$ cat src/rtl/microsequencer.sv
// Microprogram sequencer: selects the next microstore address from the control word,
// with an opcode encoder, a moc wait timeout and sticky error flags.
module microsequencer #(
    parameter logic [6:0]  RESET_STATE = 7'd0,
    parameter int unsigned MOC_TIMEOUT = 16
) (
    input  logic       clk,
    input  logic       reset,
    input  logic [2:0] n_sel,
    input  logic       inv,
    input  logic [6:0] cr_addr,
    input  logic       cond,
    input  logic       moc,
    input  logic [5:0] opcode,
    output logic [6:0] current_state,
    output logic       illegal_op,
    output logic       mem_timeout
);

    localparam int unsigned STATE_W = 7;
    localparam int unsigned WAIT_W  = 8;
    localparam logic [WAIT_W-1:0] WAIT_LIMIT = WAIT_W'(MOC_TIMEOUT - 1);

    logic [STATE_W-1:0] next_state;
    logic [STATE_W-1:0] state_inc;
    logic [STATE_W-1:0] enc_state;
    logic               enc_hit;
    logic [WAIT_W-1:0]  wait_cnt;
    logic [WAIT_W-1:0]  wait_next;
    logic               illegal_set;
    logic               timeout_set;
    logic               waiting;

    assign state_inc = current_state + STATE_W'(1);
    assign waiting   = (n_sel == 3'd5) || (n_sel == 3'd6);

    // Opcode to dispatch-state encoder
    always_comb begin
        enc_hit   = 1'b1;
        enc_state = RESET_STATE;
        case (opcode)
            6'h00:   enc_state = 7'd2;
            6'h08:   enc_state = 7'd3;
            6'h09:   enc_state = 7'd4;
            6'h23:   enc_state = 7'd6;
            6'h2B:   enc_state = 7'd7;
            6'h04:   enc_state = 7'd8;
            6'h05:   enc_state = 7'd9;
            6'h02:   enc_state = 7'd10;
            6'h03:   enc_state = 7'd11;
            default: enc_hit   = 1'b0;
        endcase
    end

    // Next-state select, wait counting and error detection
    always_comb begin
        next_state  = current_state;
        illegal_set = 1'b0;
        timeout_set = 1'b0;
        wait_next   = '0;
        case (n_sel)
            3'd0: begin
                next_state  = enc_state;
                illegal_set = ~enc_hit;
            end
            3'd1: next_state = RESET_STATE;
            3'd2: next_state = cr_addr;
            3'd3: next_state = state_inc;
            3'd4: next_state = (cond ^ inv) ? cr_addr : state_inc;
            3'd5: next_state = moc ? state_inc : current_state;
            3'd6: begin
                if (moc) begin
                    next_state  = enc_state;
                    illegal_set = ~enc_hit;
                end
            end
            default: begin
                next_state  = RESET_STATE;
                illegal_set = 1'b1;
            end
        endcase
        // A moc arriving on the limit edge wins over the timeout
        if (waiting && !moc) begin
            if (wait_cnt == WAIT_LIMIT) begin
                next_state  = RESET_STATE;
                timeout_set = 1'b1;
            end else begin
                wait_next = wait_cnt + WAIT_W'(1);
            end
        end
    end

    always_ff @(posedge clk or posedge reset) begin
        if (reset) begin
            current_state <= RESET_STATE;
            illegal_op    <= 1'b0;
            mem_timeout   <= 1'b0;
            wait_cnt      <= '0;
        end else begin
            current_state <= next_state;
            illegal_op    <= illegal_op | illegal_set;
            mem_timeout   <= mem_timeout | timeout_set;
            wait_cnt      <= wait_next;
        end
    end

endmodule

$ cat config.mk
export PLATFORM = sky130hd
export DESIGN_NAME = microsequencer
export DESIGN_NICKNAME = d
export VERILOG_FILES = /design/src/rtl/microsequencer.sv
export SDC_FILE = /design/constraint.sdc
export NUM_CORES = 1
export LEC_CHECK = 0
export CAP_MARGIN = 25
export CORE_MARGIN = 2
export CORE_UTILIZATION = 29
export CTS_BUF_LIST = sky130_fd_sc_hd__clkbuf_4 sky130_fd_sc_hd__clkbuf_8 sky130_fd_sc_hd__clkbuf_16
export DETAILED_ROUTE_END_ITERATION = 16
export DONT_BUFFER_PORTS = 1
export SLEW_MARGIN = 20
export SYNTH_ARGS = -nofsm -noshare
export SYNTH_HDL_FRONTEND = slang
export SYNTH_SLANG_ARGS = --single-unit
$ cat constraint.sdc
create_clock -name clk -period 4.2 [get_ports clk]
set_clock_uncertainty 0.05 [all_clocks]
set_input_delay 0.84 -clock clk [delete_from_list [all_inputs] [get_ports clk]]
set_output_delay 0.84 -clock clk [all_outputs]
set_load 0.01 [all_outputs]
==> qor.yml, run 1 <==
critical_path:
  critical_path.startpoint_type: "input port"
  critPathSlowestCell: "sky130_fd_sc_hd__nor3b_2"
  worstSetupEndpointType: "register"
  criticalPathCategory: "in2reg"
  critical-path-top-delay-family: "simple AND/OR/NAND/NOR gates"
  critPathBufInv: 0
  worst-path-max-fanout: 13
  worst-endpoint-arrival_ns: 1.99
  required_ns: 4.27
  reg2reg_setup_slack_ns: 2.39
  critical_path.max_stage_delay_ns: 0.53
  path_cells: "xnor2_1 > nor3b_2 > a22o_1 > a31oi_1"
routing:
  m1WireLength_mm: 1.22
  top_layer: "met4"
  wire_per_inst_um: 15.6
  routed-via-count: 1000
  first_pass_iters: 4
  remaining_drc_errors: 0
  routed-wl-met2_mm: 1.31
  drt_initial_violations: 39
  ant_nets: 0
  met3_wirelength_um: 260
  finalWirelength_mm: 2.84
  avgViaCountPerCell: 5.49
cts:
  cts.root.buffer_cell: "sky130_fd_sc_hd__clkbuf_8"
  cts_tree: "done"
  cts_setup_buffers: 0
  htree_levels: 1
  clkTransAtPathRegs_ns: 0.06
  tritoncts_num_sinks: 17
  post_cts.resized_instances: 0
  clk-insertion-delay-late_ns: 0.25
  cts_buffers: 3
  cts.path.max_buffers: 2
  postCtsHoldBufs: 0
synth:
  synth.yosys.warnings: 0
  post_synth.cell_area_avg_um2: 8.82
  yosys.cell_types.count: 44
  syn_area_mm2: 0.00117
  synth-seq-cells: 17
  yosys_most_used_dff: "sky130_fd_sc_hd__dfrtp_1"
  synth_sequential_area_ratio_pct: 36.2
  async_flop_share_pct: 100
  synth_enable_flop_cells: 0
  synth_cells: 133
  syn_nets: 156
floorplan:
  floorplan.die.width_um: 67.6
  io-pin-count: 30
  floorplan.die_area_mm2: 0.00457
  fp.dieH_um: 67.6
  effective_utilization_at_floorplan_pct: 29.8
  core_area_mm2: 0.00394
  count_of_standard_cell_rows: 23
placed_design:
  post_dp_cell_area_mm2: 0.00122
  detailed_place_hpwl_mm: 2.15
  place_congestion: 0.727
  count_of_input_and_output_buffers: 0
final_layout:
  antenna_cells: 0
  synth_to_layout_area_growth_pct: 7.78
  final_net_count: 156
  share_of_post_route_cells_with_drive_strength_above_1_pct: 6.82
  layout.filler_cells: 416
  multi_input_combinational_cell_area_um2: 717
  regArea_um2: 425
  final_core_utilization_pct: 32.1
  post-route-cell-area_mm2: 0.00126
sta:
  final_setup_violation_count: 0
  worst_slew_margin_rel_pct: 55.7
  finalCritPeriodShare_pct: 45.7
  final_max_slew_viol_count: 0
  worst_pin_slew_ns: 0.664
  timing_hold_violations_final: 0
  fmaxAchievable_ghz: 0.521
  period_minus_slack_ns: 1.92
  setup-tns-final_ns: 0
  grt_setup_unrepaired: "no"
  hold-worst-slack_ns: 0.441
pwr:
  static-leakage-power_uw: 0.000500
  ir_worst_vdd_v: 0.000108
  power_density_mw_per_mm2: 283
  power_uw: 359
global_route:
  grt_pass1_vias: 970
  gr-total-overflow: 0
  antenna_found_initial: 0
  grt_pass1_wl_mm: 4.44
  grt_start_max_net_pins: 18
  globalRouteTotalUtil_pct: 13.3
worst_hold_path:
  worstHoldPathType: "reg2reg"
run_status:
  status: "complete, no violations"
run:
  max-cap-violations: 0
## where the power goes
part | internal [uW] | switching, uW
sequential | 170 | 13.2
combinational | 21.0 | 25.1
clock | 73.8 | 55.5
## area by class of cell
cell class	instances	share of cell area, %
inverters	3	0.890
clock buffers	4	3.86
well taps	50	4.95
multi-input cells	108	56.7
flip-flops and latches	17	33.6
## routing by layer
metal  vias up  track usage, %
li1        491               -
met1       470            15.3
met2        35            21.3
met3         4            5.67
met4         0            6.12
met5         -               0
## placed cells by master (no fill, tap or decap), drive strengths merged
cell type and count:
dfrtp 17, nor2 14, nand2 11, nand3 7, xor2 7, a21oi 7
xnor2 6, a31oi 5, nor3 4, a22oi 4, clkbuf 4, o21ai 4
nand4b 3, inv 3, or3b 3, nand3b 2, a211oi 2, a32oi 2
nor2b 2, and4b 2, o31ai 2, and2 2, ha 2, nor3b 2
or2 2, o21a 1, o211ai 1, a31o 1, or4 1, a22o 1
o32ai 1, nand2b 1, a222oi 1, mux2i 1, and3 1, and3b 1
a21o 1, nand4 1
## per-stage QoR
step | cells | setup slack [ns]
6_report | 182 | 2.28
2_1_floorplan | 133 | 2.12
3_5_place_dp | 178 | 1.99
3_3_place_gp | 178 | 2.04
4_1_cts | 182 | 2.25
5_1_grt | 182 | 2.18
## state kept, by name, summed over array words and instances (netlist names)
signal,cells
mem_timeout,1
wait_cnt,8
current_state,7
illegal_op,1
## Yosys cell counts (all sizes together) (4+ instances only)
cell | number | share of area (%)
o21ai | 4 | 1.7
nand3 | 7 | 3.0
nor3 | 4 | 1.7
nand2 | 11 | 3.5
a22oi | 4 | 2.6
nor2 | 14 | 4.5
xnor2 | 6 | 4.5
dfrtp | 17 | 36
xor2 | 7 | 5.2
a31oi | 5 | 2.7
a21oi | 7 | 3.0
## final timing paths
path / cells past startpoint / startpoint / endpoint
max reg2reg: 5 / current_state[0] / current_state[6]
min reg2reg: 1 / wait_cnt[0] / wait_cnt[0]
min: 1 / wait_cnt[0] / wait_cnt[0]
max in group asynchronous: 1 / reset / wait_cnt[4]
min in group asynchronous: 1 / reset / wait_cnt[3]
max: 4 / n_sel[1] / current_state[3]
## cells by family (layout without fill, tap and decap cells)
| logic type | count (synthesis) | after routing | share of synthesized area (%) |
|---|---|---|---|
| AOI/OAI and AO/OA | 33 | 33 | 20.1 |
| xor gates and xnor gates | 13 | 13 | 9.70 |
| adders and majority gates | 2 | 2 | 2.13 |
| buffers and inverters | 8 | 7 | 2.66 |
| DFF | 17 | 17 | 36.2 |
| muxes | 1 | 1 | 0.853 |
| and+or+nand+nor | 59 | 59 | 28.3 |
No activity file was read; power rests on OpenSTA's default activity.
==> inputs of run 2 (changes only) <==
==> constraint.sdc (replaced) <==
create_clock -name clk -period 1.95 [get_ports clk]
set_clock_uncertainty 0.05 [all_clocks]
set_input_delay 0.39 -clock clk [delete_from_list [all_inputs] [get_ports clk]]
set_output_delay 0.39 -clock clk [all_outputs]
set_load 0.01 [all_outputs]
==> run 2 against run 1 <==
Against the previous run:
- register-to-register slack worse by 2.1 ns
- total power increased by 120%
- global-route usage up 0.59 points
- largest power group unchanged
==> qor.yml, run 2 (synthesis results as in run 1) <==
final_layout:
  largest_register_ffs: 8
  layout.filler_cells: 402
  mostFrequentLayoutCell: "sky130_fd_sc_hd__dfrtp_1"
  largest_register: "wait_cnt"
  final_net_count: 161
  top_regs: "wait_cnt x8, current_state x7"
  layout.cells.most_common_list: "sky130_fd_sc_hd__dfrtp_1, sky130_fd_sc_hd__nor2_1, sky130_fd_sc_hd__nand2_1"
  antenna_cells: 0
  synth_to_layout_area_growth_pct: 10.8
  share_of_post_route_cells_with_drive_strength_above_1_pct: 10.2
run:
  max-cap-violations: 0
sta:
  period_minus_slack_ns: 1.71
  fin_ws_ns: 0.243
  finalCritPeriodShare_pct: 87.5
  timing_hold_violations_final: 0
  final_setup_violation_count: 0
  fmaxAchievable_ghz: 0.586
  worst_pin_slew_ns: 0.653
  final_max_slew_viol_count: 0
  grt_setup_unrepaired: "no"
  setup-tns-final_ns: 0
  worst_slew_margin_rel_pct: 56.5
cts:
  clk-insertion-delay-late_ns: 0.25
  clkTransAtPathRegs_ns: 0.07
  postCtsHoldBufs: 0
  htree_levels: 1
  cts.path.max_buffers: 2
  cts_setup_buffers: 0
  cts.root.buffer_cell: "sky130_fd_sc_hd__clkbuf_8"
  cts_tree: "done"
  cts_buffers: 3
  post_cts.resized_instances: 0
  tritoncts_num_sinks: 17
routing:
  avgViaCountPerCell: 5.48
  finalWirelength_mm: 2.94
  wire_per_inst_um: 15.7
  ant_nets: 0
  first_pass_iters: 4
  routed-via-count: 1024
  remaining_drc_errors: 0
  drt_initial_violations: 51
floorplan:
  effective_utilization_at_floorplan_pct: 29.8
  count_of_standard_cell_rows: 23
  floorplan.die_area_mm2: 0.00457
  io-pin-count: 30
  floorplan.die.width_um: 67.6
  fp.dieH_um: 67.6
  core_area_mm2: 0.00394
placed_design:
  place_congestion: 0.798
  detailed_place_hpwl_mm: 2.30
  count_of_input_and_output_buffers: 0
  dp_slack_ns: 0.248
run_status:
  status: "complete, no violations"
global_route:
  grt_start_max_net_pins: 18
  antenna_found_initial: 0
  grt_pass1_wl_mm: 4.88
  globalRouteTotalUtil_pct: 13.9
  grt_pass1_vias: 1059
  gr-total-overflow: 0
pwr:
  power_uw: 774
  ir_worst_vdd_v: 0.000196
  power_density_mw_per_mm2: 595
  static-leakage-power_uw: 0.000525
critical_path:
  criticalPathCategory: "reg2reg"
  worst-path-max-fanout: 7
  required_ns: 2.02
  worst_r2r_endpoint: "current_state[4]"
  critical_path.reg2reg.startpoint: "wait_cnt[5]"
  worst-endpoint-arrival_ns: 1.78
  critical_path.startpoint_type: "register"
  r2r_cells: 4
  worstSetupEndpointType: "register"
  reg2reg_setup_slack_ns: 0.24
worst_hold_path:
  worstHoldPathType: "in2async"
[run 2: metrics by stage]
stage / area [um^2] / utilization, % / hold WS [ns] / instances
final: 1300 / 33.0 / 0.0602 / 187
after floorplan: 1170 / - / 0.266 / 133
after global placement: 1250 / 31.8 / 0.344 / 183
after global routing: 1300 / 33.0 / 0.126 / 187
after detailed placement: 1250 / 31.8 / 0.368 / 183
after CTS: 1300 / 33.0 / 0.0844 / 187
[run 2: cell type report]
type                    count  area [um^2]  share of cell area [%]
multi-input cells         108          717                    55.1
flip-flops and latches     17          425                    32.7
clock inverters             1         5.00                   0.385
well taps                  50         62.6                    4.81
inverters                   3         11.3                   0.866
clock buffers               3         41.3                    3.18
repair buffers              5         37.5                    2.89
[run 2: how the worst max path moves through the flow]
stage | startpoint | end | slack [ns] | cells after the start
floorplan | current_state[0] | current_state[6] | 0.30 | 5
global placement | wait_cnt[4] | current_state[5] | 0.33 | 4
detailed placement | wait_cnt[4] | current_state[4] | 0.25 | 4
CTS | wait_cnt[5] | current_state[4] | 0.23 | 4
global route | wait_cnt[5] | current_state[4] | 0.14 | 4
finish | wait_cnt[5] | current_state[4] | 0.24 | 4
[run 2: layer usage]
metal | GRT usage, % | wire length, um | up-vias
li1 | - | - | 498
met1 | 17.5 | 1300 | 483
met2 | 23.2 | 1370 | 37
met3 | 3.67 | 215 | 6
met4 | 4.08 | 53 | 0
met5 | 0 | 0 | -
[run 2: power by group]
part,internal (uW),switching (uW)
sequential,366,16.5
combinational,57.2,69.9
clock,142,122
total,565,208
[run 2: critical path: stages, from the launching register on]
cell	delay, ns
sky130_fd_sc_hd__dfrtp_1	0.42
sky130_fd_sc_hd__or4_1	0.54
sky130_fd_sc_hd__nor2_1	0.16
sky130_fd_sc_hd__a22o_1	0.32
sky130_fd_sc_hd__a21oi_1	0.09
==> inputs of run 3 (changes only) <==
--- a/config.mk
+++ b/config.mk
@@ -5,7 +5,6 @@
 export SDC_FILE = /design/constraint.sdc
 export NUM_CORES = 1
 export LEC_CHECK = 0
-export CAP_MARGIN = 25
 export CORE_MARGIN = 2
 export CORE_UTILIZATION = 29
 export CTS_BUF_LIST = sky130_fd_sc_hd__clkbuf_4 sky130_fd_sc_hd__clkbuf_8 sky130_fd_sc_hd__clkbuf_16
==> results of run 3 <==
The final DEF is identical to that of run 2; final timing and power are the same.
